==> src/rtl/pc_sequencer.sv <==
// Program-counter sequencer driving an external call stack: NEXT/JMP/CALL/RET/RETI
// plus single-level interrupt entry, with a sticky fault that halts until reset.
module pc_sequencer #(
  parameter int unsigned DEPTH      = 8,
  parameter logic [11:0] IRQ_VECTOR = 12'h004
) (
  input  logic        clk,
  input  logic        reset,
  input  logic        step,
  input  logic [2:0]  op,
  input  logic [11:0] target,
  input  logic        irq,
  input  logic [11:0] stk_q,
  output logic [11:0] pc,
  output logic        stk_enable,
  output logic        stk_w_enable,
  output logic [11:0] stk_data,
  output logic [3:0]  depth,
  output logic        in_isr,
  output logic        irq_ack,
  output logic        fault
);

  typedef enum logic {RUN, HALT} state_t;
  typedef enum logic [2:0] {
    OP_NEXT = 3'd0, OP_JMP = 3'd1, OP_CALL = 3'd2, OP_RET = 3'd3, OP_RETI = 3'd4
  } op_t;

  localparam logic [3:0] LP_DEPTH = 4'(DEPTH);

  state_t      r_state, w_state_nxt;
  logic [11:0] r_pc, w_pc_nxt;
  logic [3:0]  r_depth, w_depth_nxt;
  logic        r_in_isr, w_isr_nxt;
  logic        r_irq_ack, w_ack_nxt;
  logic        r_fault, w_fault_ev;
  logic        w_stk_en, w_stk_we;
  logic [11:0] w_stk_data;
  logic        w_active;
  op_t         w_op;

  assign w_op     = op_t'(op);
  assign w_active = !reset && (r_state == RUN) && step;

  always_comb begin
    w_state_nxt = r_state;
    w_pc_nxt    = r_pc;
    w_depth_nxt = r_depth;
    w_isr_nxt   = r_in_isr;
    w_ack_nxt   = 1'b0;
    w_fault_ev  = 1'b0;
    w_stk_en    = 1'b0;
    w_stk_we    = 1'b0;
    w_stk_data  = '0;
    if (w_active) begin
      if (irq && !r_in_isr) begin
        // Interrupt wins over op; the op of this cycle is dropped.
        if (r_depth < LP_DEPTH) begin
          w_stk_en    = 1'b1;
          w_stk_we    = 1'b1;
          w_stk_data  = r_pc;
          w_pc_nxt    = IRQ_VECTOR;
          w_depth_nxt = r_depth + 4'd1;
          w_isr_nxt   = 1'b1;
          w_ack_nxt   = 1'b1;
        end else begin
          w_fault_ev = 1'b1;
        end
      end else begin
        case (w_op)
          OP_JMP: w_pc_nxt = target;
          OP_CALL: begin
            if (r_depth < LP_DEPTH) begin
              w_stk_en    = 1'b1;
              w_stk_we    = 1'b1;
              w_stk_data  = r_pc + 12'd1;
              w_pc_nxt    = target;
              w_depth_nxt = r_depth + 4'd1;
            end else begin
              w_fault_ev = 1'b1;
            end
          end
          OP_RET: begin
            if (r_depth != 4'd0) begin
              w_stk_en    = 1'b1;
              w_pc_nxt    = stk_q;
              w_depth_nxt = r_depth - 4'd1;
            end else begin
              w_fault_ev = 1'b1;
            end
          end
          OP_RETI: begin
            if (r_in_isr && (r_depth != 4'd0)) begin
              w_stk_en    = 1'b1;
              w_pc_nxt    = stk_q;
              w_depth_nxt = r_depth - 4'd1;
              w_isr_nxt   = 1'b0;
            end else begin
              w_fault_ev = 1'b1;
            end
          end
          default: w_pc_nxt = r_pc + 12'd1;
        endcase
      end
    end
    if (w_fault_ev) w_state_nxt = HALT;
  end

  always_ff @(posedge clk) begin
    if (reset) begin
      r_state   <= RUN;
      r_pc      <= '0;
      r_depth   <= '0;
      r_in_isr  <= 1'b0;
      r_irq_ack <= 1'b0;
      r_fault   <= 1'b0;
    end else begin
      r_state   <= w_state_nxt;
      r_pc      <= w_pc_nxt;
      r_depth   <= w_depth_nxt;
      r_in_isr  <= w_isr_nxt;
      r_irq_ack <= w_ack_nxt;
      r_fault   <= r_fault | w_fault_ev;
    end
  end

  assign pc           = r_pc;
  assign depth        = r_depth;
  assign in_isr       = r_in_isr;
  assign irq_ack      = r_irq_ack;
  assign fault        = r_fault;
  assign stk_enable   = w_stk_en;
  assign stk_w_enable = w_stk_we;
  assign stk_data     = w_stk_data;

endmodule

==> config.mk <==
export PLATFORM = sky130hd
export DESIGN_NAME = pc_sequencer
export DESIGN_NICKNAME = d
export VERILOG_FILES = /design/src/rtl/pc_sequencer.sv
export SDC_FILE = /design/constraint.sdc
export NUM_CORES = 1
export LEC_CHECK = 0
export ABC_AREA = 1
export CAP_MARGIN = 20
export CORE_MARGIN = 10
export CORE_UTILIZATION = 40
export DETAILED_ROUTE_END_ITERATION = 8
export PLACE_DENSITY = 0.8
export SLEW_MARGIN = 20
export SYNTH_ARGS = -nofsm -noshare
export SYNTH_HDL_FRONTEND = slang
export SYNTH_SLANG_ARGS = --single-unit
==> constraint.sdc <==
create_clock -name clk -period 3.05 [get_ports clk]
set_input_delay 0.61 -clock clk [delete_from_list [all_inputs] [get_ports clk]]
set_output_delay 0.61 -clock clk [all_outputs]
set_load 0.1 [all_outputs]
### Word-level counts from Yosys, hierarchy flattened

Index checks and enable logic that the tools add are counted.

* flip-flop bits (word level): 20
* bits of input ports: 31
* output and inout bits: 33
* logic and storage cells: 71

* add/subtract/negate cells: 3
* order comparisons: 1
* equal/unequal tests: 8
* mux-type cells: 35
* bitwise logic cells: 4
* reductions and logical operators: 14

Operators with widths (number)
* $mux 12: 10
* $pmux 12 s4: 1
* $mux 1: 17
* $mux 4: 4
* $add 12x1->12 const B: 1
* $pmux 4 s3: 1
* $reduce_and 4->1: 2
* $reduce_bool 4->1: 2
* $eq 3x2->1 const B: 2
* $ne 3x3->1 const B: 2
* $pmux 1 s3: 2
* $reduce_and 5->1: 1
* $add 4x1->4 const B: 1
* $logic_and 1x1->1: 4
* $lt 4x4->1 const B: 1
* $reduce_bool 2->1: 2
* $sub 4x1->4 const B: 1
* $eq 3x1->1 const B: 1
* $eq 3x3->1 const B: 1
* $not 1->1: 3
* $reduce_or 3->1: 1
* $logic_not 1->1: 2
* $ne 2x1->1 const B: 1
* $ne 2x2->1 const B: 1
* $or 1x1->1: 1

### Logic depth before layout (Yosys ltp)

* depth in word-level cells: 7
* depth in mapped cells: 11
* gate-level depth less buffers: 11

### Least setup slack after synthesis

No wires, ideal clock.

* kind: reg-to-output
* start: register r_in_isr, in the netlist in_isr
* end: output port stk_data[0]
* arrival: 3.726 ns
* data required time: 2.440 ns
* path slack: -1.286 ns
* cell stages (with the launch flop): 6
* path buffers: 1
* cell sequence: dfxtp_1 inv_1 nand2_1 buf_4 nor2_1 a221oi_1

* longest elaborated chain between the ends: 4

Ends and longest elaborated chain
* start, declared: line 34 `logic r_in_isr, w_isr_nxt;`
* start signal, assigned: line 121 `r_in_isr <= w_isr_nxt;`
* $logic_not 1->1: line 56 `if (irq && !r_in_isr) begin`
* $logic_and 1x1->1: line 56
* $mux 12: line 56
* $mux 12: line 55 `if (w_active) begin`
* end, declared: line 17 `output logic [11:0] stk_data,`

No other way between the ends.

### Worst setup path after layout

* start: input port op[2]
* end: output port stk_data[6]

* longest elaborated chain between the ends: 4

Ends and longest elaborated chain
* start, declared: line 10 `input logic [2:0] op,`
* $eq 3x2->1: line 70 `case (w_op)`
* $mux 12: line 70
* $mux 12: line 56
* $mux 12: line 55

No other way between the ends.

==> metrics.txt <==
TritonCTS Sinks 20; Main synth FF type dfxtp_1; hold endpoint fault$_SDFF_PP0_; worst r2r src pc[0]$_SDFFE_PP0P_; Static Leak 1.19 nW; post-CTS sizing 0; cts bufs inserted 3; final-report hold violation count 0; async set or reset register ratio after synthesis 0%; status finished clean; CP peak stage delay 500 ps; reg2reg end pc[8]$_SDFFE_PP0P_; DP HPWL 4.55 mm; slew margin rel. 64.1%; RSZ-0062 raised after global routing false; largest buffer count on any clock path 2; vias post-DR 2154; drt first pass iters 4; clk slew on worst S/H paths 70 ps; H-Tree Depth 1; syn nets 344; Highest Clock Rate 348 MHz; peak fanout along the critical path 7; power per cell area 319 nW/µm²; Hold Startpoint fault$_SDFF_PP0_; sequential share of the synthesized area 23.1%; post-CTS setup buffer count 0; layout filler cell count 380; Core Rows 23; wire per inst 13.3 µm; core area 4090 µm²; Hold Path Stages 2; Die ar. 7370 µm²; largest net degree at the start of global routing 13; type of origin of the critical path primary input; number of global-route vias before repair 2039; Placed Area 2570 µm²; critical-path cell list clkdlybuf4s50_1 -> nor2_1 -> nand2_2 -> nor2_1 -> nand3_1 -> inv_2 -> nand3_1 -> o21ai_1 -> buf_12; port bufs 63; top post-synthesis cells by area nand2_1 24%, dfxtp_1 23%, inv_1 8.4%, nand3_1 7.2%, nor2_1 6.5%; Mapped Cells 310; DRT met1 WL 2.43 mm; Worst Reg-to-Reg Cells 9; share of layout cells above drive strength 1 18.8%; Die X 85.9 µm; Period Utilization, post-route 94.1%; Crit path max-delay family buffers and inverters; cell taking the most area after synthesis nand2_1; DP Worst Slack 192 ps; n_diodes 0; EDFF count, synth 0; minimum clock period 2870 ps; hold_buf cts 0; global-route wire length before repair 9.51 mm; top-area cell type share of the netlist area 24.2%; Antenna Nets Post-Route 0; Critical Path End Type output pin; Post-Route WL 5.68 mm; Clock Latency Late Sink 260 ps; Mean Syn Cell Area 5.60 µm²; initial antenna violation count 0; Root Buffer clkbuf_8; FF/Latch Area 403 µm²; I/O pin cnt 64; Worst R2R Setup Slack 1460 ps; # DRC 0; Starting Density 42.5%; gpl congestion 0.856; Worst Slack Setup Final 179 ps; Layout area overhead 50.7%; max cap viols 0; total grt overflow 0; Ys Warns 0; GRT Util Overall 15.0%; Final Skew 7.07 ps; WP buf/inv 3; CTS tree yes; Slew @ Worst Pin 539 ps; Met3 Wirelength 485 µm; final setup fails 0; Required @ worst endpoint 2440 ps; peak supply drop 0.210 mV; Via density 5.03; DR iter-0 viols 140; Die Y 85.9 µm; Mapped Area 1740 µm²; synthesis-stage register bit count 20; Detail Route met2 WL 2.75 mm; Final Max Tran Viols 0; area of the multi-input gates 1170 µm²; Crit Path Class primary input to output pin; crit path max-delay cell type clkdlybuf4s50_1; synth unique cells 26; Post-Layout Inst Area 2620 µm²; Arr. time, crit path 2260 ps; Hold Path Class flip-flop to flip-flop; Total Nets Final 414; DR top layer met4
==> worst register-to-register path, cell delays in order (launching register included) <==
cell     delay, ps
dfxtp_1        490
ha_1           220
nand2_1        120
inv_1          180
nand4_1        120
nand2_1        120
nand2_1         50
nand2_1         70
nand2_1         50
a21oi_1        120
==> stage by stage <==
step	setup TNS, ps	hold WS, ps	power, mW	std cells	util (%)
after floorplan	-2800	435	0.544	310	-
after global placement	0	442	0.652	425	63.0
after detailed placement	0	454	0.656	425	63.0
after CTS	0	466	0.835	428	64.0
after global routing	0	483	0.875	428	64.0
final	0	462	0.834	428	64.0
==> cell type report <==
type                    count  share of cell area (%)
repair buffers             71                    30.0
inverters                  42                    6.03
clock buffers               3                    1.58
multi-input cells         242                    44.6
well taps                  50                    2.39
flip-flops and latches     20                    15.4
==> sequential cells by signal, indices dropped and copies added (netlist names) <==
| name | flops |
|---|---|
| fault | 1 |
| in_isr | 1 |
| depth | 4 |
| irq_ack | 1 |
| r_state | 1 |
| pc | 12 |
==> kinds of logic after synthesis <==
family                   after synthesis  synth area share [%]
XOR/XNOR                               3                  1.51
adder cells (fa/ha/maj)                3                  2.16
flip-flops                            20                  23.1
AO/OA/AOI/OAI                         45                  13.9
AND/OR/NAND/NOR                      191                  47.8
buffers and inverters                 48                  11.5
==> worst max path at each step <==
stage / from / to / slack (ps) / cells after the start
6_report: op[2] / stk_data[6] / 180 / 9
5_1_grt: op[2] / stk_data[10] / 30 / 9
4_1_cts: op[2] / stk_data[6] / 190 / 9
3_5_place_dp: op[1] / stk_data[6] / 190 / 10
3_3_place_gp: op[1] / stk_data[6] / 220 / 10
2_1_floorplan: in_isr$_SDFFE_PP0P_ / stk_data[10] / -390 / 6
==> power breakdown <==
| group | switching [mW] | total (mW) | internal, mW | leakage (nW) |
|---|---|---|---|---|
| registers | 0.0160 | 0.290 | 0.274 | 0.164 |
| clock network | 0.0954 | 0.184 | 0.0883 | 0.0216 |
| logic | 0.241 | 0.360 | 0.118 | 1.01 |
==> layer usage <==
| metal | global-route usage, % | vias up |
|---|---|---|
| met5 | 0 | - |
| met4 | 2.54 | 0 |
| met3 | 3.88 | 3 |
| met2 | 26.6 | 85 |
| met1 | 17.8 | 948 |
| li1 | - | 1118 |
==> Yosys cell counts (2+ instances only) <==
cell type	number
nand2_1	112
inv_1	39
nor2_1	30
nand3_1	25
dfxtp_1	20
o21ai_0	18
a21oi_1	14
nand4_1	6
nor2_2	6
o21ai_1	6
nand2_2	4
o22ai_1	4
ha_1	3
inv_2	3
nor2_4	3
nor3_1	3
buf_6	2
clkbuf_1	2
nand2_4	2
xor2_1	2
==> cells in the final DEF, fill, tap and decap left out, drive strengths merged <==
cell type      count
nand2            118
inv               42
buf               41
nor2              39
clkdlybuf4s50     30
nand3             25
o21ai             25
dfxtp             20
a21oi             14
nand4              6
o22ai              4
nor3               3
ha                 3
clkbuf             3
xor2               2
a22o               1
a221oi             1
xnor2              1
No activity file was read; power rests on OpenSTA's default activity.
